**src/rtl/switch_mcu_bus_pkg.sv**
```systemverilog
// Shared MCU bus definitions: AHB htrans/hburst codes, master indices and the
// SRAM arbiter FSM state encoding.
package switch_mcu_bus_pkg;

  localparam logic [1:0] HTRANS_IDLE   = 2'd0;
  localparam logic [1:0] HTRANS_NONSEQ = 2'd1;
  localparam logic [1:0] HTRANS_BUSY   = 2'd2;
  localparam logic [1:0] HTRANS_SEQ    = 2'd3;

  localparam logic [2:0] HBURST_SINGLE = 3'd0;

  localparam logic M_IFETCH = 1'b0;
  localparam logic M_LSU    = 1'b1;

  typedef enum logic [1:0] {
    ARB    = 2'd0,
    LOCKED = 2'd1,
    BURST  = 2'd2
  } arb_state_e;

  // NONSEQ and SEQ both carry a transfer; IDLE and BUSY do not.
  function automatic logic is_req(input logic [1:0] htrans);
    return htrans[0];
  endfunction

  // True when the beat after this one still belongs to the same burst.
  function automatic logic burst_next(input logic [1:0] htrans, input logic [2:0] hburst);
    return (htrans == HTRANS_SEQ) || (htrans == HTRANS_BUSY) ||
           ((htrans == HTRANS_NONSEQ) && (hburst != HBURST_SINGLE));
  endfunction

endpackage

```
**src/rtl/switch_mcu_arb_rbuf.sv**
```systemverilog
// Per-master read-data replay buffer: holds a completed data phase for a
// master that was stalled on its next address phase in the same cycle.
module switch_mcu_arb_rbuf #(
  parameter int DATA_W = 32
) (
  input  logic              in_clk,
  input  logic              in_rst,
  input  logic              in_own_dph,
  input  logic              in_s_hready,
  input  logic              in_m_hready,
  input  logic [DATA_W-1:0] in_s_hrdata,
  input  logic              in_s_hresp,
  output logic [DATA_W-1:0] out_hrdata,
  output logic              out_hresp,
  output logic              out_vld
);

  logic [DATA_W-1:0] rbuf_data;
  logic              rbuf_resp;
  logic              capture;

  assign capture = in_own_dph && in_s_hready && !in_m_hready;

  always_ff @(posedge in_clk) begin
    if (in_rst) begin
      out_vld   <= 1'b0;
      rbuf_data <= '0;
      rbuf_resp <= 1'b0;
    end else if (capture) begin
      out_vld   <= 1'b1;
      rbuf_data <= in_s_hrdata;
      rbuf_resp <= in_s_hresp;
    end else if (in_m_hready) begin
      out_vld   <= 1'b0;
    end
  end

  always_comb begin
    out_hrdata = '0;
    out_hresp  = 1'b0;
    if (out_vld) begin
      out_hrdata = rbuf_data;
      out_hresp  = rbuf_resp;
    end else if (in_own_dph) begin
      out_hrdata = in_s_hrdata;
      out_hresp  = in_s_hresp;
    end
  end

endmodule

```
**src/rtl/switch_mcu_sram_arbiter.sv**
```systemverilog
// Two-master AHB arbiter (M0 ifetch, M1 load/store) in front of the MCU SRAM.
// Optional per-master perf counters under SW_MCU_SRAM_ARB_PERF_EN.
module switch_mcu_sram_arbiter
  import switch_mcu_bus_pkg::*;
#(
  parameter int ADDR_W    = 32,
  parameter int DATA_W    = 32,
  parameter int INIT_PRIO = 0
`ifdef SW_MCU_SRAM_ARB_PERF_EN
  , parameter int CNT_W   = 16
`endif
) (
  input  logic              in_clk,
  input  logic              in_rst,
  input  logic [ADDR_W-1:0] in_m0_haddr,
  input  logic              in_m0_hwrite,
  input  logic [3:0]        in_m0_hsize,
  input  logic [2:0]        in_m0_hburst,
  input  logic [3:0]        in_m0_hport,
  input  logic [1:0]        in_m0_htrans,
  input  logic              in_m0_hmastlock,
  output logic              out_m0_hready,
  output logic              out_m0_hresp,
  output logic [DATA_W-1:0] out_m0_hrdata,
  input  logic [ADDR_W-1:0] in_m1_haddr,
  input  logic              in_m1_hwrite,
  input  logic [3:0]        in_m1_hsize,
  input  logic [2:0]        in_m1_hburst,
  input  logic [3:0]        in_m1_hport,
  input  logic [1:0]        in_m1_htrans,
  input  logic              in_m1_hmastlock,
  output logic              out_m1_hready,
  output logic              out_m1_hresp,
  output logic [DATA_W-1:0] out_m1_hrdata,
  output logic [ADDR_W-1:0] out_s_haddr,
  output logic              out_s_hwrite,
  output logic [3:0]        out_s_hsize,
  output logic [2:0]        out_s_hburst,
  output logic [3:0]        out_s_hport,
  output logic [1:0]        out_s_htrans,
  output logic              out_s_hmastlock,
  input  logic              in_s_hready,
  input  logic              in_s_hresp,
  input  logic [DATA_W-1:0] in_s_hrdata,
`ifdef SW_MCU_SRAM_ARB_PERF_EN
  input  logic              in_cnt_clr,
  output logic [CNT_W-1:0]  out_m0_grant_cnt,
  output logic [CNT_W-1:0]  out_m1_grant_cnt,
  output logic [CNT_W-1:0]  out_m0_wait_cnt,
  output logic [CNT_W-1:0]  out_m1_wait_cnt,
`endif
  output logic              out_grant,
  output arb_state_e        out_arb_state,
  output logic [1:0]        out_rbuf_vld
);

  localparam logic INIT_IDX = (INIT_PRIO != 0);

  arb_state_e state;
  logic       prio_ptr, grant_q, grant_c;
  logic       dph_vld, dph_own;
  logic [1:0] req, hready, own_dph;
  logic [1:0] w_trans;
  logic [2:0] w_burst;
  logic       w_lock, accept;

  assign req = {is_req(in_m1_htrans), is_req(in_m0_htrans)};

  // Grant only moves in ARB and only on a cycle the slave can take a new address.
  always_comb begin
    grant_c = grant_q;
    if (in_rst) begin
      grant_c = INIT_IDX;
    end else if (state == ARB && in_s_hready) begin
      if (req == 2'b11)  grant_c = prio_ptr;
      else if (req[0])   grant_c = M_IFETCH;
      else if (req[1])   grant_c = M_LSU;
    end
  end

  assign w_trans = grant_c ? in_m1_htrans    : in_m0_htrans;
  assign w_burst = grant_c ? in_m1_hburst    : in_m0_hburst;
  assign w_lock  = grant_c ? in_m1_hmastlock : in_m0_hmastlock;
  assign accept  = in_s_hready && is_req(w_trans);

  assign out_s_haddr     = grant_c ? in_m1_haddr  : in_m0_haddr;
  assign out_s_hwrite    = grant_c ? in_m1_hwrite : in_m0_hwrite;
  assign out_s_hsize     = grant_c ? in_m1_hsize  : in_m0_hsize;
  assign out_s_hburst    = w_burst;
  assign out_s_hport     = grant_c ? in_m1_hport  : in_m0_hport;
  assign out_s_htrans    = in_rst ? HTRANS_IDLE : w_trans;
  assign out_s_hmastlock = w_lock;

  assign own_dph[0] = dph_vld && (dph_own == M_IFETCH);
  assign own_dph[1] = dph_vld && (dph_own == M_LSU);

  always_comb begin
    for (int n = 0; n < 2; n++) begin
      hready[n] = in_rst ||
                  ((!req[n] || (grant_c == 1'(n))) && (!own_dph[n] || in_s_hready));
    end
  end

  assign out_m0_hready = hready[0];
  assign out_m1_hready = hready[1];
  assign out_grant     = grant_c;
  assign out_arb_state = state;

  always_ff @(posedge in_clk) begin
    if (in_rst) begin
      state    <= ARB;
      prio_ptr <= INIT_IDX;
      grant_q  <= INIT_IDX;
      dph_vld  <= 1'b0;
      dph_own  <= M_IFETCH;
    end else begin
      grant_q <= grant_c;
      if (in_s_hready) begin
        dph_vld <= accept;
        dph_own <= grant_c;
      end
      if (state == ARB && in_s_hready && req == 2'b11) prio_ptr <= ~prio_ptr;
      // A lock wins over a burst; a NONSEQ opening a multi-beat burst keeps the owner.
      case (state)
        ARB: begin
          if (in_s_hready) begin
            if (is_req(w_trans) && w_lock)       state <= LOCKED;
            else if (burst_next(w_trans, w_burst)) state <= BURST;
          end
        end
        LOCKED: begin
          if (in_s_hready && !w_lock) state <= ARB;
        end
        BURST: begin
          if (in_s_hready) begin
            if (w_lock)                             state <= LOCKED;
            else if (!burst_next(w_trans, w_burst)) state <= ARB;
          end
        end
        default: state <= ARB;
      endcase
    end
  end

  switch_mcu_arb_rbuf #(.DATA_W(DATA_W)) u_rbuf0 (
    .in_clk      (in_clk),
    .in_rst      (in_rst),
    .in_own_dph  (own_dph[0]),
    .in_s_hready (in_s_hready),
    .in_m_hready (hready[0]),
    .in_s_hrdata (in_s_hrdata),
    .in_s_hresp  (in_s_hresp),
    .out_hrdata  (out_m0_hrdata),
    .out_hresp   (out_m0_hresp),
    .out_vld     (out_rbuf_vld[0])
  );

  switch_mcu_arb_rbuf #(.DATA_W(DATA_W)) u_rbuf1 (
    .in_clk      (in_clk),
    .in_rst      (in_rst),
    .in_own_dph  (own_dph[1]),
    .in_s_hready (in_s_hready),
    .in_m_hready (hready[1]),
    .in_s_hrdata (in_s_hrdata),
    .in_s_hresp  (in_s_hresp),
    .out_hrdata  (out_m1_hrdata),
    .out_hresp   (out_m1_hresp),
    .out_vld     (out_rbuf_vld[1])
  );

`ifdef SW_MCU_SRAM_ARB_PERF_EN
  logic [CNT_W-1:0] gcnt [2];
  logic [CNT_W-1:0] wcnt [2];
  logic [1:0]       acc_m, wait_m;

  always_comb begin
    acc_m = '0;
    if (accept) acc_m[grant_c] = 1'b1;
    wait_m = req & ~hready;
  end

  always_ff @(posedge in_clk) begin
    for (int n = 0; n < 2; n++) begin
      if (in_rst || in_cnt_clr) begin
        gcnt[n] <= '0;
        wcnt[n] <= '0;
      end else begin
        if (acc_m[n] && (gcnt[n] != '1))  gcnt[n] <= gcnt[n] + 1'b1;
        if (wait_m[n] && (wcnt[n] != '1)) wcnt[n] <= wcnt[n] + 1'b1;
      end
    end
  end

  assign out_m0_grant_cnt = gcnt[0];
  assign out_m1_grant_cnt = gcnt[1];
  assign out_m0_wait_cnt  = wcnt[0];
  assign out_m1_wait_cnt  = wcnt[1];
`endif

endmodule

```
**config.mk**
```make
export PLATFORM = sky130hd
export DESIGN_NAME = switch_mcu_sram_arbiter
export DESIGN_NICKNAME = d
export VERILOG_FILES = /design/src/rtl/switch_mcu_bus_pkg.sv /design/src/rtl/switch_mcu_arb_rbuf.sv /design/src/rtl/switch_mcu_sram_arbiter.sv
export SDC_FILE = /design/constraint.sdc
export NUM_CORES = 1
export LEC_CHECK = 0
export ABC_AREA = 1
export CORE_ASPECT_RATIO = 1.25
export CORE_UTILIZATION = 34
export DETAILED_ROUTE_END_ITERATION = 12
export GPL_TIMING_DRIVEN = 0
export HOLD_SLACK_MARGIN = 0.06
export PLACE_DENSITY = 0.77
export SKIP_LAST_GASP = 1
export SLEW_MARGIN = 20
export SYNTH_ARGS = -nofsm -noshare
export SYNTH_HDL_FRONTEND = slang
export SYNTH_SLANG_ARGS = --single-unit
```
**constraint.sdc**
```tcl
create_clock -name in_clk -period 1.58 [get_ports in_clk]
set_input_delay 0.158 -clock in_clk [delete_from_list [all_inputs] [get_ports in_clk]]
set_output_delay 0.158 -clock in_clk [all_outputs]
set_load 0.02 [all_outputs]
```
==> out/metrics.yaml <==
run_status:
  status: "complete, but fails checks"
  violations: "setup timing"
synth:
  syn_avg_cell_area_um2: 6.27
  syn_inst: 671
  yosysSeqAreaShare_pct: 35.2
  syn_area_um2: 4200
  synthDistinctLibCells: 25
  ys_warn_count: 0
  ys_ff_latch: 74
  synth_fp_nets: 801
drt:
  vias_per_cell: 5.21
  final_antenna_net_count: 0
  routedWlPerCell_um: 17.8
  routed_wl_mm: 20.4
  vias: 5964
  firstDrtPassIters: 5
  drt_iter0_markers: 372
  drc: 0
setup_path:
  worstPathRequired_ns: 1.42
  critPathBufInv: 5
  max_stage_delay_ns: 0.35
  cp.depth: 10
  cp-end-kind: "output port"
  critPathSlowestCell: "dfxtp_4"
  crit_chain: "nor2_4 -> nand2_2 -> a21oi_4 -> buf_4 -> buf_6 -> buf_6 -> nand3b_1 -> nand2_1 -> inv_1 -> buf_4"
  cp.arrival_ns: 1.84
  path_delay_family: "buffers and inverters"
  critical_path.max_fanout: 4
  critPathKind: "register to output port"
  cp-start-kind: "register"
  worstRegToRegCells: 12
  r2r_slack_ns: -0.42
sta:
  worstMarginPinSlew_ns: 0.627
  fin_ws_ns: -0.421
  slew_violations: 0
  finalSetupViolCount: 153
  tns_ns: -40.95
  timing.hold.ws_ns: 0.337
  finalClockSkew_ns: 0.00345
  hold_viol: 0
  finalCritPeriodShare_pct: 127
  min_period_ns: 2.00
  fmaxAchievable_mhz: 500
  slew-limit-headroom_pct: 58.2
  rsz0062_at_grt: "true"
grt:
  grt_max_degree: 13
  antenna_found_initial: 0
  grt_pass1_wl_mm: 27.5
  grt_pass1_vias: 5351
  grt_usage_pct: 27.9
  gr-total-overflow: 0
cells_and_area:
  final_util_pct: 73.9
  num-nets-final: 1106
  drive_gt1_share_pct: 43.1
  n_fill_cell: 844
  syn_to_final_growth_pct: 113
  antenna_cells: 0
power:
  p_leak_uw: 0.00372
  worst_ir_drop_vdd_v: 0.000532
  power_density_nw_per_um2: 777
clock_network:
  htreeDepth: 3
  cts.sinks: 74
  cts.hold.buffers_added: 0
  clk_path_buf_depth: 2
  cts_tree: "built"
  cts-root-buf: "clkbuf_16"
  cts_buffers: 9
  clk_latency_ns: 0.34
  path_clk_slew_ns: 0.06
die:
  dieArea_um2: 12800
  dieHeight_um: 126
  io_pins: 250
  start_util_pct: 34.7
  core_um2: 12100
  die-width_um: 101
  core.rowCount: 45
min_path:
  hold_path_depth: 2
  hold_class: "primary input to register"
placement:
  pre_cts_ws_ns: -1.26
  gp_congestion: 0.820
  port_buffers: 249
  dp_hpwl_mm: 13.2
job:
  maxCapViolCount: 0
==> area by class of cell <==
class / count / area, µm² / area share, %
plain buffers: 51 / 623 / 6.96
clock buffers: 11 / 264 / 2.95
clock inverters: 4 / 25.0 / 0.280
inverters: 91 / 355 / 3.97
multi-input cells: 453 / 2960 / 33.1
flip-flops and latches: 74 / 1500 / 16.7
well taps: 164 / 205 / 2.29
repair buffers: 296 / 3010 / 33.7
==> through the flow <==
stage	instance area, µm²	power [µW]	instances
6_report	8950	6950	1144
5_1_grt	8950	7210	1144
4_1_cts	7880	6580	1130
3_5_place_dp	6960	4160	1084
3_3_place_gp	6960	4140	1084
2_1_floorplan	4260	3000	671
==> Yosys cell counts (all sizes together) <==
| library cell | count | area share, % |
|---|---|---|
| nor3 | 1 | 0.12 |
| clkinv | 2 | 0.18 |
| buf | 15 | 2.8 |
| o211ai | 1 | 0.18 |
| o22ai | 1 | 0.15 |
| nand3 | 75 | 9.2 |
| nor2 | 5 | 0.45 |
| nand4 | 3 | 0.45 |
| or2 | 1 | 0.15 |
| nand2 | 151 | 14 |
| dfxtp | 74 | 35 |
| nand3b | 1 | 0.18 |
| inv | 89 | 7.9 |
| clkbuf | 38 | 3.4 |
| a21oi | 73 | 9.0 |
| o21ai | 141 | 17 |
==> cell usage in the layout (no fill, tap or decap), drive strengths merged <==
cell type / instances
nand3: 75
buf: 180
nor2: 5
nand2: 151
o211ai: 1
a21oi: 73
nor3: 1
o22ai: 1
dlygate4sd2: 2
clkdlybuf4s50: 130
clkbuf: 45
clkinvlp: 2
clkinv: 4
or2: 1
dlymetal6s2s: 1
nand4: 3
o21ai: 141
dfxtp: 74
inv: 89
nand3b: 1
==> worst reg2reg max path: stages, from the launching register on <==
cell and delay, ns:
dfxtp_4 0.35, nor2_4 0.10, nand2_2 0.08, clkinv_2 0.09, nand3_4 0.09, nand2_8 0.13
nand2_1 0.08, o21ai_1 0.13, nand4_1 0.14, buf_6 0.16, clkbuf_8 0.16, o21ai_0 0.26
a21oi_1 0.08
==> per-layer routing <==
layer	vias to the layer above	wire [µm]	GRT usage, %	part of all wire [%]
met5	-	0	0	0
met2	353	10600	49.0	52
met1	2737	7120	31.6	35
met4	0	787	12.7	3.9
met3	65	1860	6.45	9.1
li1	2809	-	-	-
==> path summary, 6_finish.rpt <==
path | startpoint | endpoint
worst max-delay path | out_arb_state[0] | out_s_hburst[0]
worst min-delay path | in_s_hready | dph_own
worst max register to register | out_arb_state[0] | u_rbuf1.rbuf_data[9]
worst min register to register | u_rbuf1.rbuf_data[13] | u_rbuf1.rbuf_data[13]
==> flip-flops by register name, indices dropped and copies added, names as in the netlist <==
signal,count
u_rbuf0.rbuf_data,32
u_rbuf1.rbuf_data,32
out_arb_state,2
dph_own,1
dph_vld,1
grant_q,1
prio_ptr,1
u_rbuf0.out_vld,1
u_rbuf0.rbuf_resp,1
u_rbuf1.out_vld,1
u_rbuf1.rbuf_resp,1
==> logic make-up (layout without fill, tap and decap cells) <==
logic type / count (synthesis) / count (layout) / synth area share, %
simple gates: 237 / 237 / 24.3
compound gates: 216 / 216 / 26.1
buf+inv: 144 / 453 / 14.3
flops: 74 / 74 / 35.2
==> power by group <==
part / internal, µW / total, µW / leakage [µW] / switching, µW
Sequential: 1910 / 1940 / 0.000601 / 31.2
Clock: 1190 / 1990 / 0.000139 / 807
Combinational: 1460 / 3020 / 0.00298 / 1560
==> what timing repair did <==
item	4_1_cts	5_1_grt
pin swaps	26	41
resized for setup	857	315
setup endpoints to repair	188	189
gates cloned	7	7
buffers inserted	24	10
Power figures use the tool's default switching activity.
